==> src/rtl/regfile_sb_pkg.sv <==
// Shared types and default sizing for the scoreboarded register file.
package regfile_sb_pkg;

    typedef enum logic {
        INIT = 1'b0,
        RUN  = 1'b1
    } state_t;

    localparam int unsigned XLEN_DEFAULT  = 32;
    localparam int unsigned NREGS_DEFAULT = 32;

endpackage

==> src/rtl/regfile_sb_if.sv <==
// Register-file access bundle: read ports, writeback, issue and flush.
interface regfile_sb_if
    import regfile_sb_pkg::*;
#(
    parameter int unsigned XLEN  = XLEN_DEFAULT,
    parameter int unsigned NREGS = NREGS_DEFAULT,
    parameter int unsigned NRD   = 2
);
    localparam int unsigned AW = $clog2(NREGS);

    logic [NRD*AW-1:0]   rsaddr;
    logic [NRD*XLEN-1:0] rso;
    logic [NRD-1:0]      rsbusy;
    logic                regwr;
    logic [AW-1:0]       rdaddr;
    logic [XLEN-1:0]     win;
    logic                issue;
    logic [AW-1:0]       issue_rd;
    logic                flush;
    logic                ready;

    modport master (
        output rsaddr, regwr, rdaddr, win, issue, issue_rd, flush,
        input  rso, rsbusy, ready
    );

    modport slave (
        input  rsaddr, regwr, rdaddr, win, issue, issue_rd, flush,
        output rso, rsbusy, ready
    );

endinterface

==> src/rtl/regfile_scoreboard.sv <==
// One busy bit per register: set on issue, cleared on writeback, flushed in bulk.
module regfile_scoreboard
    import regfile_sb_pkg::*;
#(
    parameter int unsigned NREGS = NREGS_DEFAULT,
    parameter int unsigned NRD   = 2
) (
    input  logic                        clk,
    input  logic                        rst,
    input  logic                        run,
    input  logic                        issue,
    input  logic [$clog2(NREGS)-1:0]    issue_rd,
    input  logic                        regwr,
    input  logic [$clog2(NREGS)-1:0]    rdaddr,
    input  logic                        flush,
    input  logic [NRD*$clog2(NREGS)-1:0] rsaddr,
    output logic [NRD-1:0]              rsbusy
);
    localparam int unsigned AW = $clog2(NREGS);

    logic [NREGS-1:0] busy;

    // Issue is applied after the writeback clear so it wins on a shared target.
    always_ff @(posedge clk or posedge rst) begin
        if (rst) begin
            busy <= '0;
        end else if (run) begin
            if (flush) begin
                busy <= '0;
            end else begin
                if (regwr)
                    busy[rdaddr] <= 1'b0;
                if (issue && issue_rd != '0)
                    busy[issue_rd] <= 1'b1;
            end
        end
    end

    always_comb begin
        rsbusy = '0;
        for (int unsigned i = 0; i < NRD; i++)
            rsbusy[i] = busy[rsaddr[i*AW +: AW]];
    end

endmodule

==> src/rtl/regfile_sb.sv <==
// Register file with init sweep, optional write-through bypass and busy scoreboard.
module regfile_sb
    import regfile_sb_pkg::*;
#(
    parameter int unsigned XLEN   = XLEN_DEFAULT,
    parameter int unsigned NREGS  = NREGS_DEFAULT,
    parameter int unsigned NRD    = 2,
    parameter int unsigned BYPASS = 1
) (
    input  logic          clk,
    input  logic          rst,
    regfile_sb_if.slave   bus
);
    localparam int unsigned AW = $clog2(NREGS);
    localparam logic [AW-1:0] LAST = AW'(NREGS - 1);

    state_t          state;
    logic [AW-1:0]   cnt;
    logic            ready_q;
    logic [XLEN-1:0] regs [NREGS];
    logic [NRD-1:0]  sb_busy;
    logic            run;
    logic            wr_ok;

    assign run   = (state == RUN);
    assign wr_ok = run && bus.regwr && (bus.rdaddr != '0);

    always_ff @(posedge clk or posedge rst) begin
        if (rst) begin
            state   <= INIT;
            cnt     <= AW'(1);
            ready_q <= 1'b0;
        end else begin
            case (state)
                INIT: begin
                    if (cnt == LAST) begin
                        state   <= RUN;
                        ready_q <= 1'b1;
                    end else begin
                        cnt <= cnt + AW'(1);
                    end
                end
                RUN: ;
                default: state <= INIT;
            endcase
        end
    end

    // Storage has no reset; the sweep zeroes it one entry per edge.
    always_ff @(posedge clk) begin
        if (!run)
            regs[cnt] <= '0;
        else if (wr_ok)
            regs[bus.rdaddr] <= bus.win;
    end

    regfile_scoreboard #(
        .NREGS (NREGS),
        .NRD   (NRD)
    ) u_sb (
        .clk      (clk),
        .rst      (rst),
        .run      (run),
        .issue    (bus.issue),
        .issue_rd (bus.issue_rd),
        .regwr    (bus.regwr),
        .rdaddr   (bus.rdaddr),
        .flush    (bus.flush),
        .rsaddr   (bus.rsaddr),
        .rsbusy   (sb_busy)
    );

    always_comb begin
        logic [AW-1:0] a;
        logic          hit;
        bus.rso    = '0;
        bus.rsbusy = '0;
        for (int unsigned i = 0; i < NRD; i++) begin
            a   = bus.rsaddr[i*AW +: AW];
            hit = (BYPASS != 0) && wr_ok && (bus.rdaddr == a);
            if (run) begin
                if (hit)
                    bus.rso[i*XLEN +: XLEN] = bus.win;
                else if (a != '0)
                    bus.rso[i*XLEN +: XLEN] = regs[a];
                bus.rsbusy[i] = sb_busy[i] && !hit;
            end
        end
    end

    assign bus.ready = ready_q;

endmodule

==> src/flat_wrapper.sv <==
// flat-port wrapper written by rule: the top's interface ports become plain ports
module regfile_sb_flat import regfile_sb_pkg::*;
#(
    parameter int unsigned XLEN   = XLEN_DEFAULT,
    parameter int unsigned NREGS  = NREGS_DEFAULT,
    parameter int unsigned NRD    = 2,
    parameter int unsigned BYPASS = 1
)
  (clk, rst, bus_rsaddr, bus_regwr, bus_rdaddr, bus_win, bus_issue, bus_issue_rd, bus_flush, bus_rso, bus_rsbusy, bus_ready);
  regfile_sb_if #(.XLEN(XLEN), .NREGS(NREGS), .NRD(NRD)) bus_i ();
  input  logic clk;
  input  logic rst;
  input wire logic [$bits(bus_i.rsaddr)-1:0] bus_rsaddr;
  input wire logic [$bits(bus_i.regwr)-1:0] bus_regwr;
  input wire logic [$bits(bus_i.rdaddr)-1:0] bus_rdaddr;
  input wire logic [$bits(bus_i.win)-1:0] bus_win;
  input wire logic [$bits(bus_i.issue)-1:0] bus_issue;
  input wire logic [$bits(bus_i.issue_rd)-1:0] bus_issue_rd;
  input wire logic [$bits(bus_i.flush)-1:0] bus_flush;
  output wire logic [$bits(bus_i.rso)-1:0] bus_rso;
  output wire logic [$bits(bus_i.rsbusy)-1:0] bus_rsbusy;
  output wire logic [$bits(bus_i.ready)-1:0] bus_ready;
  assign bus_i.rsaddr = bus_rsaddr;
  assign bus_i.regwr = bus_regwr;
  assign bus_i.rdaddr = bus_rdaddr;
  assign bus_i.win = bus_win;
  assign bus_i.issue = bus_issue;
  assign bus_i.issue_rd = bus_issue_rd;
  assign bus_i.flush = bus_flush;
  assign bus_rso = bus_i.rso;
  assign bus_rsbusy = bus_i.rsbusy;
  assign bus_ready = bus_i.ready;
  regfile_sb #(.XLEN(XLEN), .NREGS(NREGS), .NRD(NRD), .BYPASS(BYPASS)) u_core (.clk(clk), .rst(rst), .bus(bus_i));
endmodule
==> config.mk <==
export PLATFORM = sky130hd
export DESIGN_NAME = regfile_sb_flat
export DESIGN_NICKNAME = d
export VERILOG_FILES = /design/src/rtl/regfile_sb_pkg.sv /design/src/rtl/regfile_sb_if.sv /design/src/rtl/regfile_scoreboard.sv /design/src/rtl/regfile_sb.sv /design/src/flat_wrapper.sv
export SDC_FILE = /design/constraint.sdc
export NUM_CORES = 1
export LEC_CHECK = 0
export BUFFER_PORTS_ARGS = -buffer_cell sky130_fd_sc_hd__buf_4
export CAP_MARGIN = 10
export CORE_ASPECT_RATIO = 0.8
export CORE_UTILIZATION = 60
export CTS_BUF_LIST = sky130_fd_sc_hd__clkbuf_16
export DETAILED_ROUTE_END_ITERATION = 16
export PLACE_DENSITY = 0.76
export SKIP_CTS_REPAIR_TIMING = 1
export SLEW_MARGIN = 10
export SYNTH_ARGS = -nofsm -noshare
export SYNTH_HDL_FRONTEND = slang
export SYNTH_HIERARCHICAL = 1
export SYNTH_SLANG_ARGS = --single-unit
==> constraint.sdc <==
create_clock -name clk -period 4.1 [get_ports clk]
set_input_delay 0.205 -clock clk [delete_from_list [all_inputs] [get_ports clk]]
set_output_delay 0.205 -clock clk [all_outputs]
set_load 0.03 [all_outputs]
==> results by group, run 1 <==
Status
  – Status: finished clean

Synth
  – Synth Register Bits: 1,063
  – Distinct cell type count after synthesis: 63
  – Combinational family with the most area after synthesis: multiplexers
  – Post-synth EDFFs: between 1,000 and 1,500
  – Ys Warns: 6
  – Async SR Flop Fraction: ~3.7%
  – Mapped Area: 0.0505 sq mm
  – Seq/Total Area, Yosys: between 60% and 70%
  – Top FF cell, synth: edfxtp_1
  – Synthesized instance count: between 2,000 and 3,000
  – Cell taking the most area after synthesis: edfxtp_1
  – Area contributors post-synth: edfxtp_1, mux4_2, a22oi_1
  – Xor/xnor share of the synthesized area: less than 1%
  – Syn Nets: roughly 2,800
  – Most frequent cells after synthesis: edfxtp_1, mux4_2, nand2_1
  – Syn_area_per_cell: 18.2 sq um
  – Synth top area share: 60.8%
  – Post-Synth Simple-Gate Area: under 10%
  – Most common cell in the netlist: edfxtp_1
  – Synth Area in Adders: less than 1%
  – Post-synthesis mux area share: 25.4%
  – Post-synthesis compound-gate area fraction: 6.25%

Floorplanning
  – Die area: 0.0854 sq mm
  – Initial core utilization: 61.1%
  – Die Ht: about 260 microns
  – Row cnt: 94
  – Io pins: approximately 120
  – Core area: slightly above 0.08 sq mm
  – Die W: 327 microns

Placed design
  – Placed inst area: between 0.05 and 0.06 sq mm
  – Buffers added on ports: 123
  – Routability cong.: 0.940
  – Post-DP HPWL: 88.5 mm
  – Dpl cells: 3,895

Route
  – Vias: approximately 32,000
  – WL final: 149 mm
  – Drt first pass iters: 8
  – DR vias/cell: 7.74
  – Wire per inst: 36.3 microns
  – Post-route ant nets: 0
  – Detailed Route Iter0 Violations: 4,900
  – DRC Markers: 0

Clock network
  – H-tree levels: 3
  – Cts bufs inserted: 101
  – Root buffer cell: clkbuf_16
  – Later-pin clock latency in the skew report: 0.68 ns
  – Sink Count: 1,063
  – Clk pin slew, worst setup/hold paths: 0.06 ns
  – CTS tree: done
  – Clock Path Buffers: 3

Cells and area
  – Design Area, Final: 0.0569 sq mm
  – Total Nets Final: 2,962
  – Area grow syn2layout: 12.5%
  – Share of post-route cells with drive strength above 1: about a third
  – # fillers: 5,193
  – Non-filler cells, final: between 4,000 and 5,000

Global route
  – Vias in the first global route: 31,500
  – Gr usage total: a little over a third
  – Largest net degree at the start of global routing: 85
  – First-pass GRT wire length: around 210 mm
  – Total grt overflow: 0
  – Antenna violations before repair: 2

STA
  – Rel. slew slack: between 20% and 30%
  – Pins Over Slew Limit: 0
  – Worst Max-Slew Pin Slew: 1.12 ns
  – Final period util: 84.7%
  – RSZ-0062 raised after global routing: false
  – Final setup viols: 0
  – Max Fclk: ~0.29 GHz
  – Min Tclk post-route: 3.47 ns
  – Hold Violations, Final: 0
  – Fin Setup TNS: 0 ns
  – Layout Skew: 0.0154 ns

Hold path
  – Hold Path Class: input port to asynchronous set/reset pin

Critical path
  – Reg2reg start: u_core/run$_DFF_PP0_
  – Capture point of the worst path: bus_rso[62]
  – Startpoint Class: register
  – Worst setup path category: register to output pin
  – CP max FO: 34
  – CP arrival: 3.27 ns
  – Crit end category: output pin
  – Critical Path RT: 3.89 ns
  – R2R Setup Slk: 1.09 ns
  – Crit. Startpoint: u_core/run$_DFF_PP0_
  – Reg2Reg Capture Point: u_core/regs[30][2]$_DFFE_PP_
  – Reg2reg path depth: 6

Power
  – Max VDD drop: 0.000374 V
  – P_leak: 20.1 nW
  – Power Dens Cells: roughly 420 mW/mm^2

Flow run
  – Max-cap violations: 0
==> worst min-delay path by stage <==
stage                     startpoint                         endpoint
after CTS                        rst  u_core/u_sb/busy[2]$_DFFE_PP0P_
after floorplan                  rst     u_core/bus.ready$_DFFE_PP0P_
after global placement           rst  u_core/u_sb/busy[0]$_DFFE_PP0P_
final                            rst             u_core/run$_DFF_PP0_
after global routing             rst             u_core/run$_DFF_PP0_
after detailed placement         rst  u_core/u_sb/busy[0]$_DFFE_PP0P_
==> registers in the layout, summed over array words and instances (netlist names) <==
name / count
u_core/u_sb/busy: 32
u_core/regs: 1024
u_core/cnt: 5
u_core/bus.ready: 1
u_core/run: 1
==> layout make-up <==
cell class | count | area (sq um) | area share [%]
diodes | 1 | 2.50 | 0.00440
clock buffers | 105 | 2630 | 4.62
clock inverters | 81 | 769 | 1.35
inverters | 41 | 154 | 0.271
multi-input cells | 1458 | 18000 | 31.6
flip-flops and latches | 1063 | 31700 | 55.8
well taps | 1104 | 1380 | 2.43
repair buffers | 238 | 2280 | 4.01
==> report_power, final <==
group          switching [mW]  internal [mW]
Combinational            1.35          0.781
Sequential             0.0126           12.0
Clock                    4.08           5.51
==> kinds of logic (layout without fill, tap and decap cells) <==
kind of cell | count (synthesis) | in the layout
AOI/OAI and AO/OA | 463 | 463
xor gates and xnor gates | 13 | 13
and+or+nand+nor | 338 | 338
other | 0 | 1
DFF | 1063 | 1063
muxes | 642 | 642
buffers and inverters | 261 | 465
adders and majority gates | 2 | 2
==> cells in the final DEF (no fill, tap or decap), types with 14 or more instances in the layout <==
cell type	n
inv_1	61
clkbuf_16	105
a21oi_1	104
a21o_1	65
clkinv_1	17
mux2i_1	97
buf_12	35
nand2_1	153
mux2_2	33
buf_4	189
a22oi_1	134
bufinv_16	14
o221ai_1	63
nor2_1	81
edfxtp_1	1024
dfrtp_1	38
mux4_2	509
nor2_4	35
o21ai_0	64
==> metrics by stage <==
| stage | utilization [%] | hold slack [ns] | setup WS, ns | total power [mW] |
|---|---|---|---|---|
| 3_5_place_dp | 64.5 | 0.132 | 0.981 | 14.3 |
| 2_1_floorplan | - | 0.00767 | 0.953 | 13.5 |
| 4_1_cts | 68.6 | -0.598 | 0.751 | 23.7 |
| 3_3_place_gp | 64.5 | 0.128 | 1.03 | 14.2 |
| 5_1_grt | 68.7 | 0.0646 | 0.532 | 24.2 |
| 6_report | 68.7 | 0.0411 | 0.626 | 23.7 |
==> metal layers <==
layer,up-vias,wire (microns),track usage [%]
met2,2923,68500,53.9
met1,16300,51500,48.6
li1,12000,-,-
met4,2,6440,14.5
met3,456,22100,9.40
met5,-,13,0
==> critical path, cell delays in order (launching register included) <==
cell	delay (ns)
dfrtp_1	0.38
nand2_1	0.18
a21oi_4	0.28
buf_4	0.54
nand2_1	0.30
o221ai_1	0.62
buf_4	0.29
Note: power is estimated with default switching activity, not from simulation.
==> run 2, diff against run 1 <==
==> constraint.sdc (replaced) <==
create_clock -name clk -period 3.6 [get_ports clk]
set_input_delay 0.18 -clock clk [delete_from_list [all_inputs] [get_ports clk]]
set_output_delay 0.18 -clock clk [all_outputs]
set_load 0.03 [all_outputs]
==> run 2 against run 1 <==
  * Clock-buffer cell count is 1 lower
  * Critical endpoint is now bus_rso[49]
  * Largest power group unchanged
  * Hold slack worse by 0.0014 ns
  * Wire length is 0.10% higher
  * Critical path type unchanged
  * Global-route usage is 0.14 points higher
  * Setup slack worse by 0.30 ns
  * Utilization is 0.15 points higher
==> results by group, run 2 (synthesized netlist as in run 1, its figures left out) <==
Clock network
  – Clock Path Buffers: 3
  – CTS tree: done
  – Cts bufs inserted: 102
  – Sink Count: 1,063
  – Later-pin clock latency in the skew report: slightly below 0.7 ns
  – Root buffer cell: clkbuf_16
  – Clk pin slew, worst setup/hold paths: 0.06 ns
  – H-tree levels: 3

Route
  – Vias: 31,300
  – Met2 wire length: 68.7 mm
  – Detailed Route Iter0 Violations: approximately 4,700
  – WL final: ~150 mm
  – Met3 WL post-DR: 21.5 mm
  – Drt first pass iters: 6
  – Post-route ant nets: 0
  – Top sig layer: met4
  – DRC Markers: 0
  – M1 wire length: 53.1 mm
  – Wire per inst: 36.0 microns
  – DR vias/cell: 7.58

Power
  – Net switching power: 6.15 mW
  – Power Dens Cells: around 470 mW/mm^2
  – Share of power burned in registers: 51.0%
  – Clk network pwr share: 39.9%
  – Sw frac: a little under a quarter
  – Logic pwr share: 9.2%
  – Max VDD drop: 0.000475 V
  – Internal Dissipation: 20.6 mW
  – P_leak: 20.3 nW

STA
  – Worst Max-Slew Pin Slew: 1.24 ns
  – Hold Violations, Final: 0
  – Fin Setup TNS: 0 ns
  – RSZ-0062 raised after global routing: false
  – Min Tclk post-route: 3.27 ns
  – Max Fclk: roughly 0.31 GHz
  – Layout Skew: 0.0215 ns
  – Final setup viols: 0
  – Rel. slew slack: 17.3%
  – Final period util: between 90% and 100%
  – Pins Over Slew Limit: 0

Critical path
  – Reg2reg start: u_core/run$_DFF_PP0_
  – Critical Path RT: 3.42 ns
  – R2R Setup Slk: between 0.7 and 0.8 ns
  – Crit. Startpoint: u_core/run$_DFF_PP0_
  – Reg2reg path depth: 6
  – Crit end category: output pin
  – CP max FO: 32
  – Worst setup path category: register to output pin
  – CP arrival: 3.09 ns
  – Startpoint Class: register
  – Reg2Reg Capture Point: u_core/regs[30][10]$_DFFE_PP_

Cells and area
  – Largest registers: u_core/regs x1024, u_core/u_sb/busy x32, u_core/cnt x5
  – Commonest non-fill, non-tap cell in the layout: edfxtp_1
  – Area grow syn2layout: 12.8%
  – # fillers: 5,121
  – Number of diodes: 0
  – Max reg flops: 1,024
  – Total Nets Final: 3,010
  – Most frequent cells in the layout: edfxtp_1, mux4_2, buf_4
  – Largest reg by FF count: u_core/regs
  – Share of post-route cells with drive strength above 1: 33.5%
  – Design Area, Final: 0.0570 sq mm

Global route
  – Gr usage total: 35.3%
  – Vias in the first global route: 31,400
  – Total grt overflow: 0
  – Antenna violations before repair: 0
  – Largest net degree at the start of global routing: 71
  – First-pass GRT wire length: 216 mm

Status
  – Status: finished clean

Floorplanning
  – Core area: 0.0828 sq mm
  – Io pins: about 120
  – Row cnt: 94
  – Die Ht: 262 microns
  – Initial core utilization: 61.1%
  – Die area: 0.0854 sq mm
  – Die W: 327 microns

Placed design
  – Placed inst area: 0.0536 sq mm
  – Routability cong.: 0.919
  – Post-DP HPWL: 90.6 mm
  – Buffers added on ports: 123

Flow run
  – Max-cap violations: 0

Hold path
  – Hold Path Class: input port to asynchronous set/reset pin
==> run 2: layout make-up <==
type | count | area (sq um) | area share, %
Clock inverter | 81 | 679 | 1.19
Multi-Input combinational cell | 1458 | 18000 | 31.5
Clock buffer | 104 | 2600 | 4.56
Sequential cell | 1063 | 31700 | 55.6
Timing Repair Buffer | 285 | 2520 | 4.41
Tap cell | 1104 | 1380 | 2.42
Inverter | 41 | 154 | 0.270
==> run 2: power groups by stage <==
stage,Combinational [mW],Sequential [mW],Clock (mW)
4_1_cts,2.41,13.6,10.7
2_1_floorplan,1.52,13.9,0
5_1_grt,2.56,13.6,11.2
6_report,2.46,13.6,10.7
3_3_place_gp,2.36,13.9,0
3_5_place_dp,2.40,13.9,0
==> run 2: per-stage QoR <==
| step | power, mW | hold WS, ns | instances | worst slack, ns | utilization (%) |
|---|---|---|---|---|---|
| final | 26.7 | 0.0397 | 4136 | 0.327 | 68.9 |
| after global routing | 27.3 | 0.0673 | 4136 | 0.236 | 68.9 |
| after CTS | 26.8 | -0.562 | 4124 | 0.140 | 68.7 |
| after detailed placement | 16.3 | 0.154 | 3939 | 0.644 | 64.7 |
| after global placement | 16.2 | 0.148 | 3939 | 0.668 | 64.7 |
| after floorplan | 15.4 | -0.0173 | 2782 | 0.457 | - |
==> run 2: worst max-delay path: stages (launching register included) <==
cell	delay (ns)
dfrtp_2	0.55
inv_1	0.18
nor3_1	0.40
o31ai_4	0.12
buf_4	0.36
a21o_1	0.33
o221ai_1	0.21
buf_4	0.26
==> run 2: metal layers <==
layer,vias up,global-route usage (%)
met3,411,10.3
met2,2659,54.0
li1,12100,-
met5,-,0
met4,0,12.7
met1,16200,49.1
==> run 2: how the worst max path moves through the flow <==
stage                                               to  cells after the start  slack, ns
final                                      bus_rso[49]                      7       0.33
after global routing                       bus_rso[49]                      7       0.24
after CTS                                  bus_rso[50]                      6       0.14
after detailed placement                   bus_rso[18]                      8       0.64
after global placement                     bus_rso[26]                      8       0.67
after floorplan           u_core/regs[20][0]$_DFFE_PP_                      5       0.46
